**config.mk**
```make
export PLATFORM = sky130hd
export DESIGN_NAME = mac_window_scheduler
export DESIGN_NICKNAME = d
export VERILOG_FILES = /design/src/rtl/mac_sched_pkg.sv /design/src/rtl/mac_tag_fifo.sv /design/src/rtl/mac_window_scheduler.sv
export SDC_FILE = /design/constraint.sdc
export NUM_CORES = 1
export LEC_CHECK = 0
export ABC_AREA = 1
export CORE_ASPECT_RATIO = 1.2
export CORE_MARGIN = 3
export CORE_UTILIZATION = 40
export CTS_BUF_LIST = sky130_fd_sc_hd__clkbuf_4 sky130_fd_sc_hd__clkbuf_8 sky130_fd_sc_hd__clkbuf_16
export DETAILED_ROUTE_END_ITERATION = 8
export HOLD_SLACK_MARGIN = 0.15
export PLACE_DENSITY = 0.75
export SKIP_CTS_REPAIR_TIMING = 1
export SLEW_MARGIN = 0
export SYNTH_ARGS = -nofsm -noshare
export SYNTH_HDL_FRONTEND = slang
export SYNTH_SLANG_ARGS = --single-unit
```
**constraint.sdc**
```tcl
create_clock -name clk -period 6.3 [get_ports clk]
set_input_delay 0.945 -clock clk [delete_from_list [all_inputs] [get_ports clk]]
set_output_delay 0.945 -clock clk [all_outputs]
set_load 0.01 [all_outputs]
```
**src/rtl/mac_sched_pkg.sv**
```systemverilog
// mac_sched_pkg: shared window geometry, requester-id width and FSM states
package mac_sched_pkg;
  localparam int TAPS  = 15;
  localparam int KROWS = 3;
  localparam int KCOLS = 5;
  localparam int RID_W = 1;
  typedef enum logic {IDLE, ISSUE} state_t;
endpackage

```
**src/rtl/mac_tag_fifo.sv**
```systemverilog
// mac_tag_fifo: owner-id FIFO for in-flight windows, results pop in issue order
module mac_tag_fifo
  import mac_sched_pkg::*;
#(
  parameter int TAGS = 4,
  localparam int PW = $clog2(TAGS)
) (
  input  logic             clk,
  input  logic             resetn,
  input  logic             push,
  input  logic [RID_W-1:0] din,
  input  logic             pop,
  output logic [RID_W-1:0] dout,
  output logic [PW:0]      count,
  output logic             full,
  output logic             empty
);
  logic [RID_W-1:0] mem_q [TAGS];
  logic [RID_W-1:0] mem_d [TAGS];
  logic [PW-1:0] wr_q, wr_d, rd_q, rd_d;
  logic [PW:0] cnt_q, cnt_d;
  logic do_push, do_pop;
  assign full    = cnt_q == (PW+1)'(TAGS);
  assign empty   = cnt_q == '0;
  assign count   = cnt_q;
  assign dout    = mem_q[rd_q];
  assign do_push = push & ~full;
  assign do_pop  = pop & ~empty;
  always_comb begin
    mem_d = mem_q;
    if (do_push) mem_d[wr_q] = din;
    wr_d  = wr_q + PW'(do_push);
    rd_d  = rd_q + PW'(do_pop);
    cnt_d = cnt_q + (PW+1)'(do_push) - (PW+1)'(do_pop);
  end
  always_ff @(posedge clk or negedge resetn) begin
    if (!resetn) begin
      mem_q <= '{default: '0};
      wr_q  <= '0;
      rd_q  <= '0;
      cnt_q <= '0;
    end else begin
      mem_q <= mem_d;
      wr_q  <= wr_d;
      rd_q  <= rd_d;
      cnt_q <= cnt_d;
    end
  end
endmodule

```
**src/rtl/mac_window_scheduler.sv**
```systemverilog
// mac_window_scheduler: round-robin window arbiter, 15-tap address issuer and
// result router sharing one MAC chain between two requesters
module mac_window_scheduler
  import mac_sched_pkg::*;
#(
  parameter int ADDR_W = 16,
  parameter int LINE_W = 640,
  parameter int TAGS   = 4
) (
  input  logic              clk,
  input  logic              resetn,
  input  logic [1:0]        req_valid,
  input  logic [2*ADDR_W-1:0] req_base,
  output logic [1:0]        req_ready,
  output logic              tap_valid,
  output logic [3:0]        tap_idx,
  output logic              tap_coef_sel,
  output logic [ADDR_W-1:0] tap_pix_addr,
  input  logic              acc_valid,
  input  logic [31:0]       acc_data,
  output logic [1:0]        res_valid,
  output logic [31:0]       res_data,
  output logic              busy,
  output logic              err_orphan
);
  localparam int CW = $clog2(TAGS) + 1;
  localparam logic [ADDR_W-1:0] LW = ADDR_W'(LINE_W);
  state_t state_q, state_d;
  logic [1:0] row_q, row_d;
  logic [2:0] col_q, col_d;
  logic [ADDR_W-1:0] row_addr_q, row_addr_d, addr_q, addr_d, win_base;
  logic sel_q, sel_d, last_q, last_d, err_q, err_d;
  logic [1:0] res_valid_q, res_valid_d;
  logic [31:0] res_data_q, res_data_d;
  logic tag_out, tag_full, tag_empty;
  logic [CW-1:0] tag_cnt;
  logic last_tap, opp, grant, win, pop;
  assign last_tap = row_q == 2'(KROWS-1) && col_q == 3'(KCOLS-1);
  assign opp      = state_q == IDLE || last_tap;
  // full is judged on the registered count; a same-cycle pop earns no credit
  assign grant    = resetn & opp & |req_valid & ~tag_full;
  assign win      = &req_valid ? ~last_q : req_valid[1];
  assign win_base = win ? req_base[2*ADDR_W-1:ADDR_W] : req_base[ADDR_W-1:0];
  assign pop      = acc_valid & ~tag_empty;
  mac_tag_fifo #(.TAGS(TAGS)) u_tags (
    .clk(clk), .resetn(resetn), .push(grant), .din(win), .pop(pop),
    .dout(tag_out), .count(tag_cnt), .full(tag_full), .empty(tag_empty)
  );
  always_comb begin
    state_d     = grant ? ISSUE : (last_tap ? IDLE : state_q);
    row_d       = row_q;
    col_d       = col_q;
    row_addr_d  = row_addr_q;
    addr_d      = addr_q;
    sel_d       = grant ? win : sel_q;
    last_d      = grant ? win : last_q;
    if (grant) begin
      row_d      = '0;
      col_d      = '0;
      row_addr_d = win_base;
      addr_d     = win_base;
    end else if (state_q == ISSUE && !last_tap) begin
      // row stride applied incrementally so no multiplier is needed
      col_d      = col_q == 3'(KCOLS-1) ? '0 : col_q + 3'd1;
      row_d      = col_q == 3'(KCOLS-1) ? row_q + 2'd1 : row_q;
      row_addr_d = col_q == 3'(KCOLS-1) ? row_addr_q + LW : row_addr_q;
      addr_d     = col_q == 3'(KCOLS-1) ? row_addr_q + LW : addr_q + 1'b1;
    end
    res_valid_d = pop ? (tag_out ? 2'b10 : 2'b01) : 2'b00;
    res_data_d  = pop ? acc_data : res_data_q;
    err_d       = err_q | (acc_valid & tag_empty);
  end
  always_ff @(posedge clk or negedge resetn) begin
    if (!resetn) begin
      state_q     <= IDLE;
      row_q       <= '0;
      col_q       <= '0;
      row_addr_q  <= '0;
      addr_q      <= '0;
      sel_q       <= 1'b0;
      last_q      <= 1'b1;
      res_valid_q <= '0;
      res_data_q  <= '0;
      err_q       <= 1'b0;
    end else begin
      state_q     <= state_d;
      row_q       <= row_d;
      col_q       <= col_d;
      row_addr_q  <= row_addr_d;
      addr_q      <= addr_d;
      sel_q       <= sel_d;
      last_q      <= last_d;
      res_valid_q <= res_valid_d;
      res_data_q  <= res_data_d;
      err_q       <= err_d;
    end
  end
  assign req_ready    = grant ? (win ? 2'b10 : 2'b01) : 2'b00;
  assign tap_valid    = state_q == ISSUE;
  assign tap_idx      = {row_q, 2'b00} + {2'b00, row_q} + {1'b0, col_q};
  assign tap_coef_sel = sel_q;
  assign tap_pix_addr = addr_q;
  assign res_valid    = res_valid_q;
  assign res_data     = res_data_q;
  assign busy         = tap_valid | (tag_cnt != '0);
  assign err_orphan   = err_q;
endmodule

```
After elaboration in Yosys (flattened, before gate mapping)
Cells that the tools add are included.
{"block": "classes", "add_sub_neg": 10, "magnitude_cmp": 3, "n_eq_ne": 3, "mux": 26, "bitwise_logic": 15, "n_reduce_logical": 13}
{"op": "two-way mux 16 bit", "n": 7}
{"op": "adder 16 x 1 -> 16 bit, second input constant", "n": 1}
{"op": "adder 16 x 10 -> 16 bit, second input constant", "n": 1}
{"op": "two-way mux 2 bit", "n": 7}
{"op": "two-way mux 3 bit", "n": 3}
{"op": "bitwise AND 1 bit", "n": 7}
{"op": "equality test 3 bit, second input constant", "n": 2}
{"op": ">= comparator 3 bit, second input constant", "n": 2}
{"op": "two-way mux 1 bit", "n": 6}
{"op": "inverter 2 -> 3 bit", "n": 2}
{"op": "nonzero test 2 bit", "n": 3}
{"op": "adder 2 x 1 -> 2 bit", "n": 2}
{"op": "adder 4 x 2 -> 4 bit", "n": 1}
{"op": "adder 4 x 3 -> 4 bit", "n": 1}
{"op": "bitwise mux 4 bit", "n": 1}
{"op": "inverter 1 bit", "n": 4}
{"op": "AND reduction 2 bit", "n": 2}
{"op": "adder 3 x 1 -> 3 bit", "n": 1}
{"op": "adder 3 x 1 -> 3 bit, second input constant", "n": 1}
{"op": "logical AND 1 bit", "n": 3}
{"op": "logical NOT 3 bit", "n": 1}
{"op": "< comparator 3 x 1 -> 1 bit, second input constant", "n": 1}
{"op": "nonzero test 3 bit", "n": 1}
{"op": "subtractor 3 x 1 -> 3 bit", "n": 1}
{"op": "8 further kinds", "n": 9}
{"block": "totals", "ff_bits": 86, "wordCells": 87}

Longest topological paths before layout
{"block": "depth", "depth_word": 9, "ltp_mapped": 12}

Modules after synthesis
Synthesis repeated with hierarchy kept, for this count alone.
{"block": "unflattened", "hier_cells": 624, "hier_area_um2": 4744.6}
{"mod": "mac_window_scheduler", "n_inst": 1, "cells_each": 552, "area_per_inst_um2": 4149.0}
{"mod": "mac_tag_fifo", "n_inst": 1, "cells_each": 72, "area_per_inst_um2": 595.6}

Worst setup path before layout
Ideal clock, no wire load.
{"block": "synth_timing", "path_type": "input-to-reg", "from": "input acc_valid", "to": "register u_tags.cnt_q[2] (netlist: u_tags.count[2])", "arrival_time_ns": 2.476, "path_slack_ns": 3.701, "path_stages": 9, "path_buffers": 1, "cell_sequence": "inv_1 nor2_2 clkbuf_1 ha_1 inv_1 ha_1 inv_1 fa_1 xnor2_1"}
{"block": "synth_between", "elab_chain_len": 3}
{"element": "start, declared", "line": "mac_window_scheduler.sv:19", "rtl": "input logic acc_valid,"}
{"element": "bitwise AND 1 bit", "line": "mac_window_scheduler.sv:44", "rtl": "assign pop = acc_valid & ~tag_empty;"}
{"element": "via pop", "line": "mac_window_scheduler.sv:37", "rtl": "logic last_tap, opp, grant, win, pop;"}
{"element": "bitwise AND 1 bit", "line": "mac_tag_fifo.sv:28", "rtl": "assign do_pop = pop & ~empty;"}
{"element": "subtractor 3 x 1 -> 3 bit", "line": "mac_tag_fifo.sv:34", "rtl": "cnt_d = cnt_q + (PW+1)'(do_push) - (PW+1)'(do_pop);"}
{"element": "via u_tags.cnt_d[2]", "line": "mac_tag_fifo.sv:21", "rtl": "logic [PW:0] cnt_q, cnt_d;"}
{"element": "end signal, assigned", "line": "mac_tag_fifo.sv:46", "rtl": "cnt_q <= cnt_d;"}
{"element": "end, declared", "line": "mac_tag_fifo.sv:21"}
The timed path passes the listed nets, and every way through them passes these cells.
A chain may end at the register's enable or synchronous reset.

Worst setup path after layout
{"block": "layout_timing", "from": "input req_valid[0]", "to": "output req_ready[0]"}
{"block": "layout_between", "elab_chain_len": 4}
{"element": "start, declared", "line": "mac_window_scheduler.sv:12", "rtl": "input logic [1:0] req_valid,"}
{"element": "AND reduction 2 bit or OR reduction 2 bit (tied branches)", "line": "mac_window_scheduler.sv:42, mac_window_scheduler.sv:41"}
{"element": "two-way mux 1 bit or bitwise AND 1 bit (tied branches)", "line": "mac_window_scheduler.sv:42, mac_window_scheduler.sv:41"}
{"element": "two-way mux 2 bit or bitwise AND 1 bit (tied branches)", "line": "mac_window_scheduler.sv:98, mac_window_scheduler.sv:41"}
{"element": "two-way mux 2 bit (*)", "line": "mac_window_scheduler.sv:98", "rtl": "assign req_ready = grant ? (win ? 2'b10 : 2'b01) : 2'b00;"}
{"element": "end, declared", "line": "mac_window_scheduler.sv:14", "rtl": "output logic [1:0] req_ready,"}
Mark *: on every way between the ends. The rest lies on a longest branch, timed or not.

==> results.txt <==
----------------------------------------------------
[Worst setup path]
  Destination of the worst register-to-register timing path ... tap_pix_addr[13]
  Arrival time worst endpoint ... 3570 ps
  Crit path kind ... input port to output pin
  Worst r2r path cells ... 10
  Setup crit end ... req_ready[0]
  Biggest fanout along the worst timing path ... 24
  Required time of the critical path ... 5350 ps
  Worst R2R Start ... col_q[1]
  Register-to-register setup slack ... 3040 ps
  CP Launch Point ... req_valid[0]
  Element type at the critical path start ... input port
  Category of the worst setup path capture point ... output pin

[Logic synthesis]
  Area share of the largest cell type after synthesis ... 46.82%
  Post-synthesis cell type count ... 33
  Number of nets produced by synthesis ... 683
  Fraction of the mapped netlist area in compound gates ... 7.574%
  Area share of and/or/nand/nor cells after synthesis ... 31.15%
  Number of enable flip-flop cells after synthesis ... 0
  Most area-hungry cell type in the Yosys netlist ... dfrtp_1
  Most numerous cell in the Yosys netlist ... nand2_1
  Post-synthesis adder-cell area fraction ... 4.186%
  Seq/Total Area, Yosys ... 47.40%
  Async set or reset register ratio after synthesis ... 100.0%
  Most numerous cell types in the synthesized netlist ... nand2_1, dfrtp_1, inv_1
  Largest family of logic cells by synthesized area ... simple AND/OR/NAND/NOR gates
  Post-synthesis instance area ... 4543 µm²
  Per-instance average area after synthesis ... 7.572 µm²
  Prevailing post-synth register cell ... dfrtp_1
  Number of instances in the synthesized netlist ... 600
  Leading post-synthesis cells by cell area ... dfrtp_1, nand2_1, nand3_1
  Warnings from Yosys ... 0
  Multiplexer area fraction after synthesis ... 0%
  Xor and xnor fraction of the mapped netlist area ... 3.085%
  Flops & latches, synth ... 86

[Place]
  Placed instance area ... 5921 µm²
  Post-detail-place hpwl ... 8843 µm
  Global placer's final weighted congestion ... 0.8791
  Post-Place Cells ... 863
  Quantity of I/O buffers inserted on ports ... 128

[Clocking]
  Total CTS buffers ... 9
  TritonCTS clock tree ... done
  Clock latency of the later-clocked register in the worst-skew pair ... 340 ps
  CTS Root Cell ... clkbuf_16
  CTS clk-pin slew, worst paths ... 60 ps
  Total number of H-tree levels ... 3
  Number of sinks driven by the clock tree ... 86
  Maximum buffer depth of the clock tree ... 2

[Route]
  DRT Pass-1 Iters ... 6
  Number of vias per cell ... 4.891
  Number of nets with antenna violations after detailed routing ... 0
  Number of DRC markers in iteration 0 ... 231
  Post-detailed-route DRC marker count ... 0
  Final wirelength ... 11,980 µm
  Post-detailed-route wirelength per cell ... 13.63 µm
  Via count ... 4,299

[Power]
  Overall Power ... 0.002965 W
  Cell leakage power ... 3.066 nW
  Combinational Power Share ... 48.1%
  PwrDens ... 476.5 nW/µm²
  Share of total power in sequential cells ... 34.0%
  Peak ir drop on the vdd network ... 236.5 µV
  Total internal power ... 0.001782 W
  NetSw ... 0.001183 W
  Switching fraction of total power ... 39.89%
  Fraction of power consumed by the clock network ... 18.0%

[Timing]
  Max transition margin ... 12.58%
  Worst clock skew ... 8.911 ps
  Final critical-path required period ... 4510 ps
  RSZ-0062 raised after global routing ... false
  Hold Vio Cnt, Final ... 0
  Setup TNS after final layout ... 0 ps
  Max-slew violation total from the final report ... 0
  Fraction of the cycle the final worst path needs ... 71.59%
  Number of failing setup endpoints in the final timing report ... 0
  Post-route worst hold slack ... 395.7 ps
  Transition time at the pin with the least slew margin ... 1310 ps
  Max Freq ... 0.2217 GHz

[Final layout]
  Fill count ... 1,000
  Layout cell share with drive strength beyond 1 ... 4.000%
  Post-synthesis to final-layout area growth ... 36.93%
  Final standard cell area without fillers ... 6221 µm²
  Layout Nets ... 803
  Antenna Cells ... 0
  Count of placed standard cells in the final layout, fillers left out ... 879

[Floorplan]
  Area of the die ... 12,680 µm²
  Ports placed on the boundary ... 129
  X dimension of the die ... 103.3 µm
  Floorplan core area ... 11,090 µm²
  Std cell rows ... 42
  Initial cell density of the core ... 40.97%
  Die boundary height ... 122.7 µm

[Worst hold path]
  Worst min-delay path class ... input port to async pin

[GRT]
  Pin count of the biggest net entering global routing ... 84
  Antenna violations before repair ... 0
  Number of global-route vias before repair ... 4,214
  Global Route Usage Sum ... 19.61%
  First-pass GRT wire length ... 19,480 µm
  Overflow left after global routing ... 0

[Status]
  Result of the run ... completed

[Flow run]
  Max-Cap Viols ... 0

----------------------------------------------------
## worst min path at each step
| stage | end | slack [ps] |
|---|---|---|
| 2_1_floorplan | u_tags.rd_q[1] | 440 |
| 3_3_place_gp | res_data[29] | 450 |
| 3_5_place_dp | res_data[15] | 460 |
| 4_1_cts | res_data[7] | 390 |
| 5_1_grt | res_data[13] | 390 |
| 6_report | res_data[7] | 400 |
## sequential cells by signal (all words and copies together), names as in the netlist
| signal | count |
|---|---|
| tap_pix_addr | 16 |
| row_q | 2 |
| err_orphan | 1 |
| u_tags.wr_q | 2 |
| tap_valid | 1 |
| u_tags.mem_q | 4 |
| last_q | 1 |
| res_data | 32 |
| res_valid | 2 |
| tap_coef_sel | 1 |
| row_addr_q | 16 |
| u_tags.count | 3 |
| col_q | 3 |
| u_tags.rd_q | 2 |
## through the flow
stage | utilization, % | setup WS [ps]
finish | 56.10 | 1790
global route | 56.10 | 1490
global placement | 53.40 | 1857
CTS | 56.10 | 1797
detailed placement | 53.40 | 1819
floorplan | - | 3701
## per-layer routing
layer,share of wire (%),track usage (%),wire [µm],vias up
li1,-,-,-,2121
met1,43,25.11,5190,1981
met2,48,32.42,5714,176
met3,6.6,3.184,795,21
met4,2.3,8.664,281,0
met5,0,0,0,-
## cell type report
type / instances / area (µm²) / area share, %
tap: 154 / 192.7 / 3.097
clock inverter: 6 / 61.31 / 0.9855
sequential: 86 / 2153 / 34.61
multi-input combinational: 442 / 2090 / 33.59
clock buffer: 10 / 239.0 / 3.842
inverter: 51 / 191.4 / 3.077
timing repair buffer: 130 / 1294 / 20.80
## layout by cell type (no fill, tap or decap), types with 2 or more instances in the layout
cell type	instances
o21ai_0	24
or2_2	3
buf_4	3
a21oi_1	11
o21a_1	7
nor3_1	3
nand2_1	262
clkbuf_16	9
dfrtp_1	85
nor2_2	2
o21ai_1	6
clkinv_2	3
xor2_1	9
inv_1	48
xnor2_1	7
o21bai_1	2
nand4_1	4
fa_1	2
o211ai_1	2
a31oi_1	4
clkinv_1	2
clkdlybuf4s50_1	127
nand3_1	40
ha_1	12
nor2_1	37
## power groups by stage
stage	combinational [W]	clock, W	sequential, W
floorplan	0.000804	0	0.00103
global placement	0.00138	0	0.000999
detailed placement	0.00143	0	0.00101
CTS	0.00144	0.000542	0.00101
global route	0.00162	0.000564	0.00104
finish	0.00143	0.000532	0.00101
## worst max-delay path: stages
cell and delay (ps):
clkdlybuf4s50_1 480, nand2_1 50, nand2_1 530, clkinv_1 660, nor2_1 310, clkdlybuf4s50_1 580
## cells by family (layout without fill, tap and decap cells)
logic type,after synthesis,in the layout
AO/OA/AOI/OAI,59,59
XOR/XNOR,16,16
adder cells (fa/ha/maj),14,14
buffers and inverters,72,197
flip-flops,86,86
AND/OR/NAND/NOR,353,353
No activity file was read; power rests on OpenSTA's default activity.
==> RTL edit 1: new RTL, same settings <==
Set the parameter `LINE_W` to 320 (it was 640).
--- a/src/rtl/mac_window_scheduler.sv
+++ b/src/rtl/mac_window_scheduler.sv
@@ -4,7 +4,7 @@
   import mac_sched_pkg::*;
 #(
   parameter int ADDR_W = 16,
-  parameter int LINE_W = 640,
+  parameter int LINE_W = 320,
   parameter int TAGS   = 4
 ) (
   input  logic              clk,
Function: changed (a bounded check fails within 10 cycles, from zero or initial values and one cycle with resetn low).
==> RTL edit 1 against the original RTL <==
Register-to-register slack improved by 0.63 ns. Largest power group unchanged. Sequential cell count unchanged. Critical endpoint unchanged. Setup slack improved by 0.49 ns. Design area increased by 1.4%. Clock power increased by 0.8%. Non-clock buffer count increased by 1. Count of clock-buffer cells in the layout unchanged. Wire length increased by 5.4%. Area after synthesis increased by 2.1%. Total power decreased by 0.44%. Clock skew decreased by 0.0015 ns.
==> RTL edit 1: results (changes against the original RTL) <==
Run status
  – Run status: complete, no violations

Placement
  – Area after DPL: 6010 um2 (+1.4%)
  – GPL Wtd Cong: 0.887 (+0.89%)
  – Final HPWL DP: 9.46 mm (+7.0%)

Yosys
  – Synth cell count leaders: nand2_1, dfrtp_1, nor2_1
  – Sequential-to-total area share from yosys stat: 46.4% (-1.0 points)
  – Post-Syn Nets: 687 (+0.59%)
  – Library cells used by synthesis: 40 (+21%)
  – Top cells by area, synth: dfrtp_1, nand2_1, nand3_1, nor2_1, inv_1

Final layout
  – Nets: 808 (+0.62%)
  – Fillers: 1033 (+3.3%)
  – Layout cells sized above 1: 5.75% (+1.8 points)

Timing
  – Slew HR: 29.2% (+17 points)
  – Skew final: 0.00742 ns (-0.00149 ns)

Critical path
  – Reg2reg path depth: 9 (-1)
  – R2r setup slk: 3.67 ns (+0.63 ns)
  – Critical path's largest stage delay: 0.59 ns (-0.07 ns)
  – R2r endpoint: tap_pix_addr[14]
  – CP arrival: 3.08 ns (-0.49 ns)

Power and ir drop
  – Peak supply drop: 0.000209 V (-11%)

Global routing
  – Vias in the first global route: 4251 (+0.88%)
  – First-pass GRT wire length: 20.4 mm (+5.0%)
  – Largest net degree at the start of global routing: 85 (+1.2%)
  – Gr usage total: 19.7% (+0.071 points)

Routing
  – Post-DR wirelength/cell: 14.3 um (+4.8%)
  – Initial DRT Pass Iterations: 5 (-1)
  – Via count: 4437 (+3.2%)
  – 1st-iter DRT viols: 340 (+47%)
[RTL edit 1: cell families (layout without fill, tap and decap cells)]
logic type	Yosys count	count (layout)	synth area share, %
fa+ha+maj	14	14	4.10
flops	86	86	46.4
xor+xnor	14	14	2.64
buf+inv	69	195	6.66
compound gates	74	74	9.17
simple gates	347	347	31.0
[RTL edit 1: report_power, final]
part / internal (mW) / total, mW / leakage, nW / switching (mW)
combinational: 0.650 / 1.41 / 1.92 / 0.759
sequential: 0.791 / 1.01 / 1.02 / 0.216
clock: 0.314 / 0.536 / 0.139 / 0.221
total: 1.76 / 2.95 / 3.08 / 1.20
[RTL edit 1: metrics by stage]
step,std cells,hold slack (ns),power (mW),worst slack [ns]
after detailed placement,868,0.446,2.42,2.29
after CTS,884,0.380,2.97,2.27
after global placement,868,0.439,2.37,2.33
final,884,0.390,2.95,2.28
after floorplan,604,0.438,1.82,3.67
after global routing,884,0.376,3.18,2.11
[RTL edit 1: final cells by class]
cell class,instances,area [um2],share of cell area [%]
flip-flops and latches,86,2150,34.1
multi-input cells,449,2180,34.5
repair buffers,131,1300,20.6
clock buffers,10,233,3.69
clock inverters,6,70.1,1.11
well taps,154,193,3.05
inverters,48,180,2.86
[RTL edit 1: worst max path at each step]
stage	end	startpoint	cells past startpoint
final	req_ready[0]	req_valid[1]	6
after global routing	req_ready[0]	req_valid[0]	6
after CTS	req_ready[0]	req_valid[1]	6
after detailed placement	req_ready[0]	req_valid[1]	6
after global placement	req_ready[0]	req_valid[1]	6
after floorplan	u_tags.count[2]	acc_valid	9
[RTL edit 1: worst register-to-register path, delay by kind of cell (launching register included)]
kind                       cells  cell delay, ns
AOI/OAI and AO/OA              3            0.70
adders and majority gates      1            0.19
buffers and inverters          1            0.12
DFF                            1            0.40
and+or+nand+nor                4            1.11
[RTL edit 1: layer usage]
metal  GRT usage [%]  wire, um  vias up
met5               0         0        -
met4            7.81       353        0
met3            4.72       877       27
met2            33.9      6040      185
met1            24.0      5360     2062
li1                -         -     2163
==> RTL edit 2: new RTL, same settings <==
Made on the original files. `res_data_q` no longer has a reset.
--- a/src/rtl/mac_window_scheduler.sv
+++ b/src/rtl/mac_window_scheduler.sv
@@ -80,7 +80,6 @@
       sel_q       <= 1'b0;
       last_q      <= 1'b1;
       res_valid_q <= '0;
-      res_data_q  <= '0;
       err_q       <= 1'b0;
     end else begin
       state_q     <= state_d;
@@ -91,9 +90,12 @@
       sel_q       <= sel_d;
       last_q      <= last_d;
       res_valid_q <= res_valid_d;
-      res_data_q  <= res_data_d;
       err_q       <= err_d;
     end
+  end
+
+  always_ff @(posedge clk) begin
+    res_data_q <= res_data_d;
   end
   assign req_ready    = grant ? (win ? 2'b10 : 2'b01) : 2'b00;
   assign tap_valid    = state_q == ISSUE;
Behaviour: differs if resetn is asserted again (counterexample within 4 cycles, from zero or initial values and one cycle with resetn low); with resetn held inactive, the same outputs for 10 cycles.
==> RTL edit 2 against the original RTL <==
Wire length shrank 9.7%. Area after synthesis decreased by 5.2%. Synthesized cell count decreased by 18%. Cell count decreased by 14%. First-iteration DRC count down 21%. Design area shrank 3.6%. Total power down 6.3%. Setup slack improved by 0.36 ns. Clock power is essentially flat. Largest power group unchanged. Sequential cell count unchanged.
==> RTL edit 2: results (changes against the original RTL) <==
Run status
  – Run status: complete, no violations

Global routing
  – Largest net degree at the start of global routing: 55 (-35%)
  – Gr usage total: 18.1% (-1.5 points)
  – Busiest grt layer: met2
  – Met1 GRT Util: 24.1% (-1.0 points)
  – M2 GR Usage: 28.7% (-3.8 points)
  – Vias in the first global route: 3696 (-12%)
  – Met3 usage: 4.07% (+0.89 points)
  – First-pass GRT wire length: 17.6 mm (-9.7%)
  – Initial antenna violation count: 0 (unchanged)

Yosys
  – Synth Area in Compound Gates: 8.81% (+1.2 points)
  – Post-Syn Nets: 574 (-16%)
  – Top cells by area, synth: dfrtp_1, edfxtp_1, nand2_1, o21ai_0, inv_1
  – Top_reg_cell synth: dfrtp_1
  – Library cells used by synthesis: 35 (+6.1%)
  – Post-synth EDFFs: 32 (+32)
  – Synth cell count leaders: nand2_1, dfrtp_1, inv_1, nor2_1, o21ai_0
  – Cell with the most instances after synthesis: nand2_1
  – Sequential-to-total area share from yosys stat: 53.7% (+6.3 points)
  – Ys async rst share: 62.8% (-37 points)
  – Ys Warns: 0 (unchanged)
  – Post-Synth XOR/XNOR Area: 3.05% (-0.033 points)
  – Synth Area in Adders: 4.42% (+0.23 points)

Critical path
  – R2r setup slk: 3.08 ns (+0.04 ns)
  – CP arrival: 3.21 ns (-0.36 ns)
  – Critical-path maximum fanout: 24 (unchanged)
  – Reg2reg path depth: 11 (+1)
  – R2r endpoint: u_tags.count[1]

Final layout
  – Layout cells sized above 1: 5.11% (+1.1 points)
  – Number of flip-flops in the largest register: 32 (unchanged)
  – Nets: 705 (-12%)

Clocking
  – Clock Path Buffers: 2 (unchanged)
  – H-tree lvl count: 3 (unchanged)
  – Worst-skew pair later-pin latency: 0.33 ns
  – CTS Buf Count: 9 (unchanged)
  – Root buffer cell: clkbuf_16
  – Clock transition at path regs: 0.07 ns

Routing
  – Vias per inst: 5.06 (+3.4%)
  – Post-DR wirelength/cell: 14.4 um (+5.6%)
  – Initial DRT Pass Iterations: 7 (+1)
  – 1st-iter DRT viols: 183 (-21%)

Placement
  – Port Buf Inserts: 128 (unchanged)
  – Final HPWL DP: 7.87 mm (-11%)
  – Area after DPL: 5700 um2 (-3.8%)
  – GPL Wtd Cong: 0.868 (-1.3%)
  – Pre-CTS setup slack: 2.17 ns (+0.349 ns)

Min path
  – Hold path start: row_addr_q[2]
  – Min-Delay Path Class: reg2reg

Timing
  – Hold_ws: 0.473 ns (+0.0776 ns)
  – Slew HR: 35.4% (+23 points)
  – Skew final: 0.0102 ns (+0.00133 ns)

Power and ir drop
  – Leakage: 2.68 nW (-13%)
  – Peak supply drop: 0.000226 V (-4.6%)
[RTL edit 2: how the worst max path moves through the flow]
stage,startpoint,to,slack [ns],cells past startpoint
after floorplan,acc_valid,u_tags.count[2],2.56,8
after global placement,req_valid[0],req_ready[0],2.24,7
after detailed placement,req_valid[0],req_ready[0],2.17,7
after CTS,req_valid[0],req_ready[0],2.16,7
after global routing,req_valid[0],req_ready[0],1.94,7
final,req_valid[0],req_ready[0],2.15,7
[RTL edit 2: kinds of logic after synthesis]
| group | Yosys count |
|---|---|
| xor gates and xnor gates | 15 |
| buffers and inverters | 58 |
| AOI/OAI and AO/OA | 64 |
| DFF | 86 |
| and+or+nand+nor | 254 |
| adders and majority gates | 14 |
[RTL edit 2: area by class of cell]
type                            instances  area (um2)
Tap cell                              126         158
Fill cell                             904        4270
Timing Repair Buffer                  132        1310
Multi-Input combinational cell        347        1750
Sequential cell                        86        2310
Clock inverter                          3        43.8
Inverter                               46         173
Clock buffer                           12         254
[RTL edit 2: critical path, cell delays in order]
cell             delay (ns)
clkdlybuf4s50_1        0.49
nand2_1                0.05
nand2_1                0.05
buf_4                  0.26
clkinv_1               0.52
nor2_2                 0.30
clkdlybuf4s50_1        0.57
[RTL edit 2: per-stage QoR]
stage,util (%),std cells
2_1_floorplan,-,491
3_3_place_gp,55.5,737
3_5_place_dp,55.5,737
4_1_cts,58.4,752
5_1_grt,58.4,752
6_report,58.4,752
[RTL edit 2: power by group]
group | total [mW] | switching [mW] | leakage (nW) | internal, mW
Combinational | 1.25 | 0.676 | 1.59 | 0.578
Clock | 0.534 | 0.208 | 0.150 | 0.326
Sequential | 0.990 | 0.186 | 0.944 | 0.804
Total | 2.78 | 1.07 | 2.68 | 1.71
[RTL edit 2: metal layers]
metal,vias to the layer above,part of all wire [%]
li1,1860,-
met1,1755,43
met2,173,46
met3,15,8.9
met4,0,1.8
met5,-,0
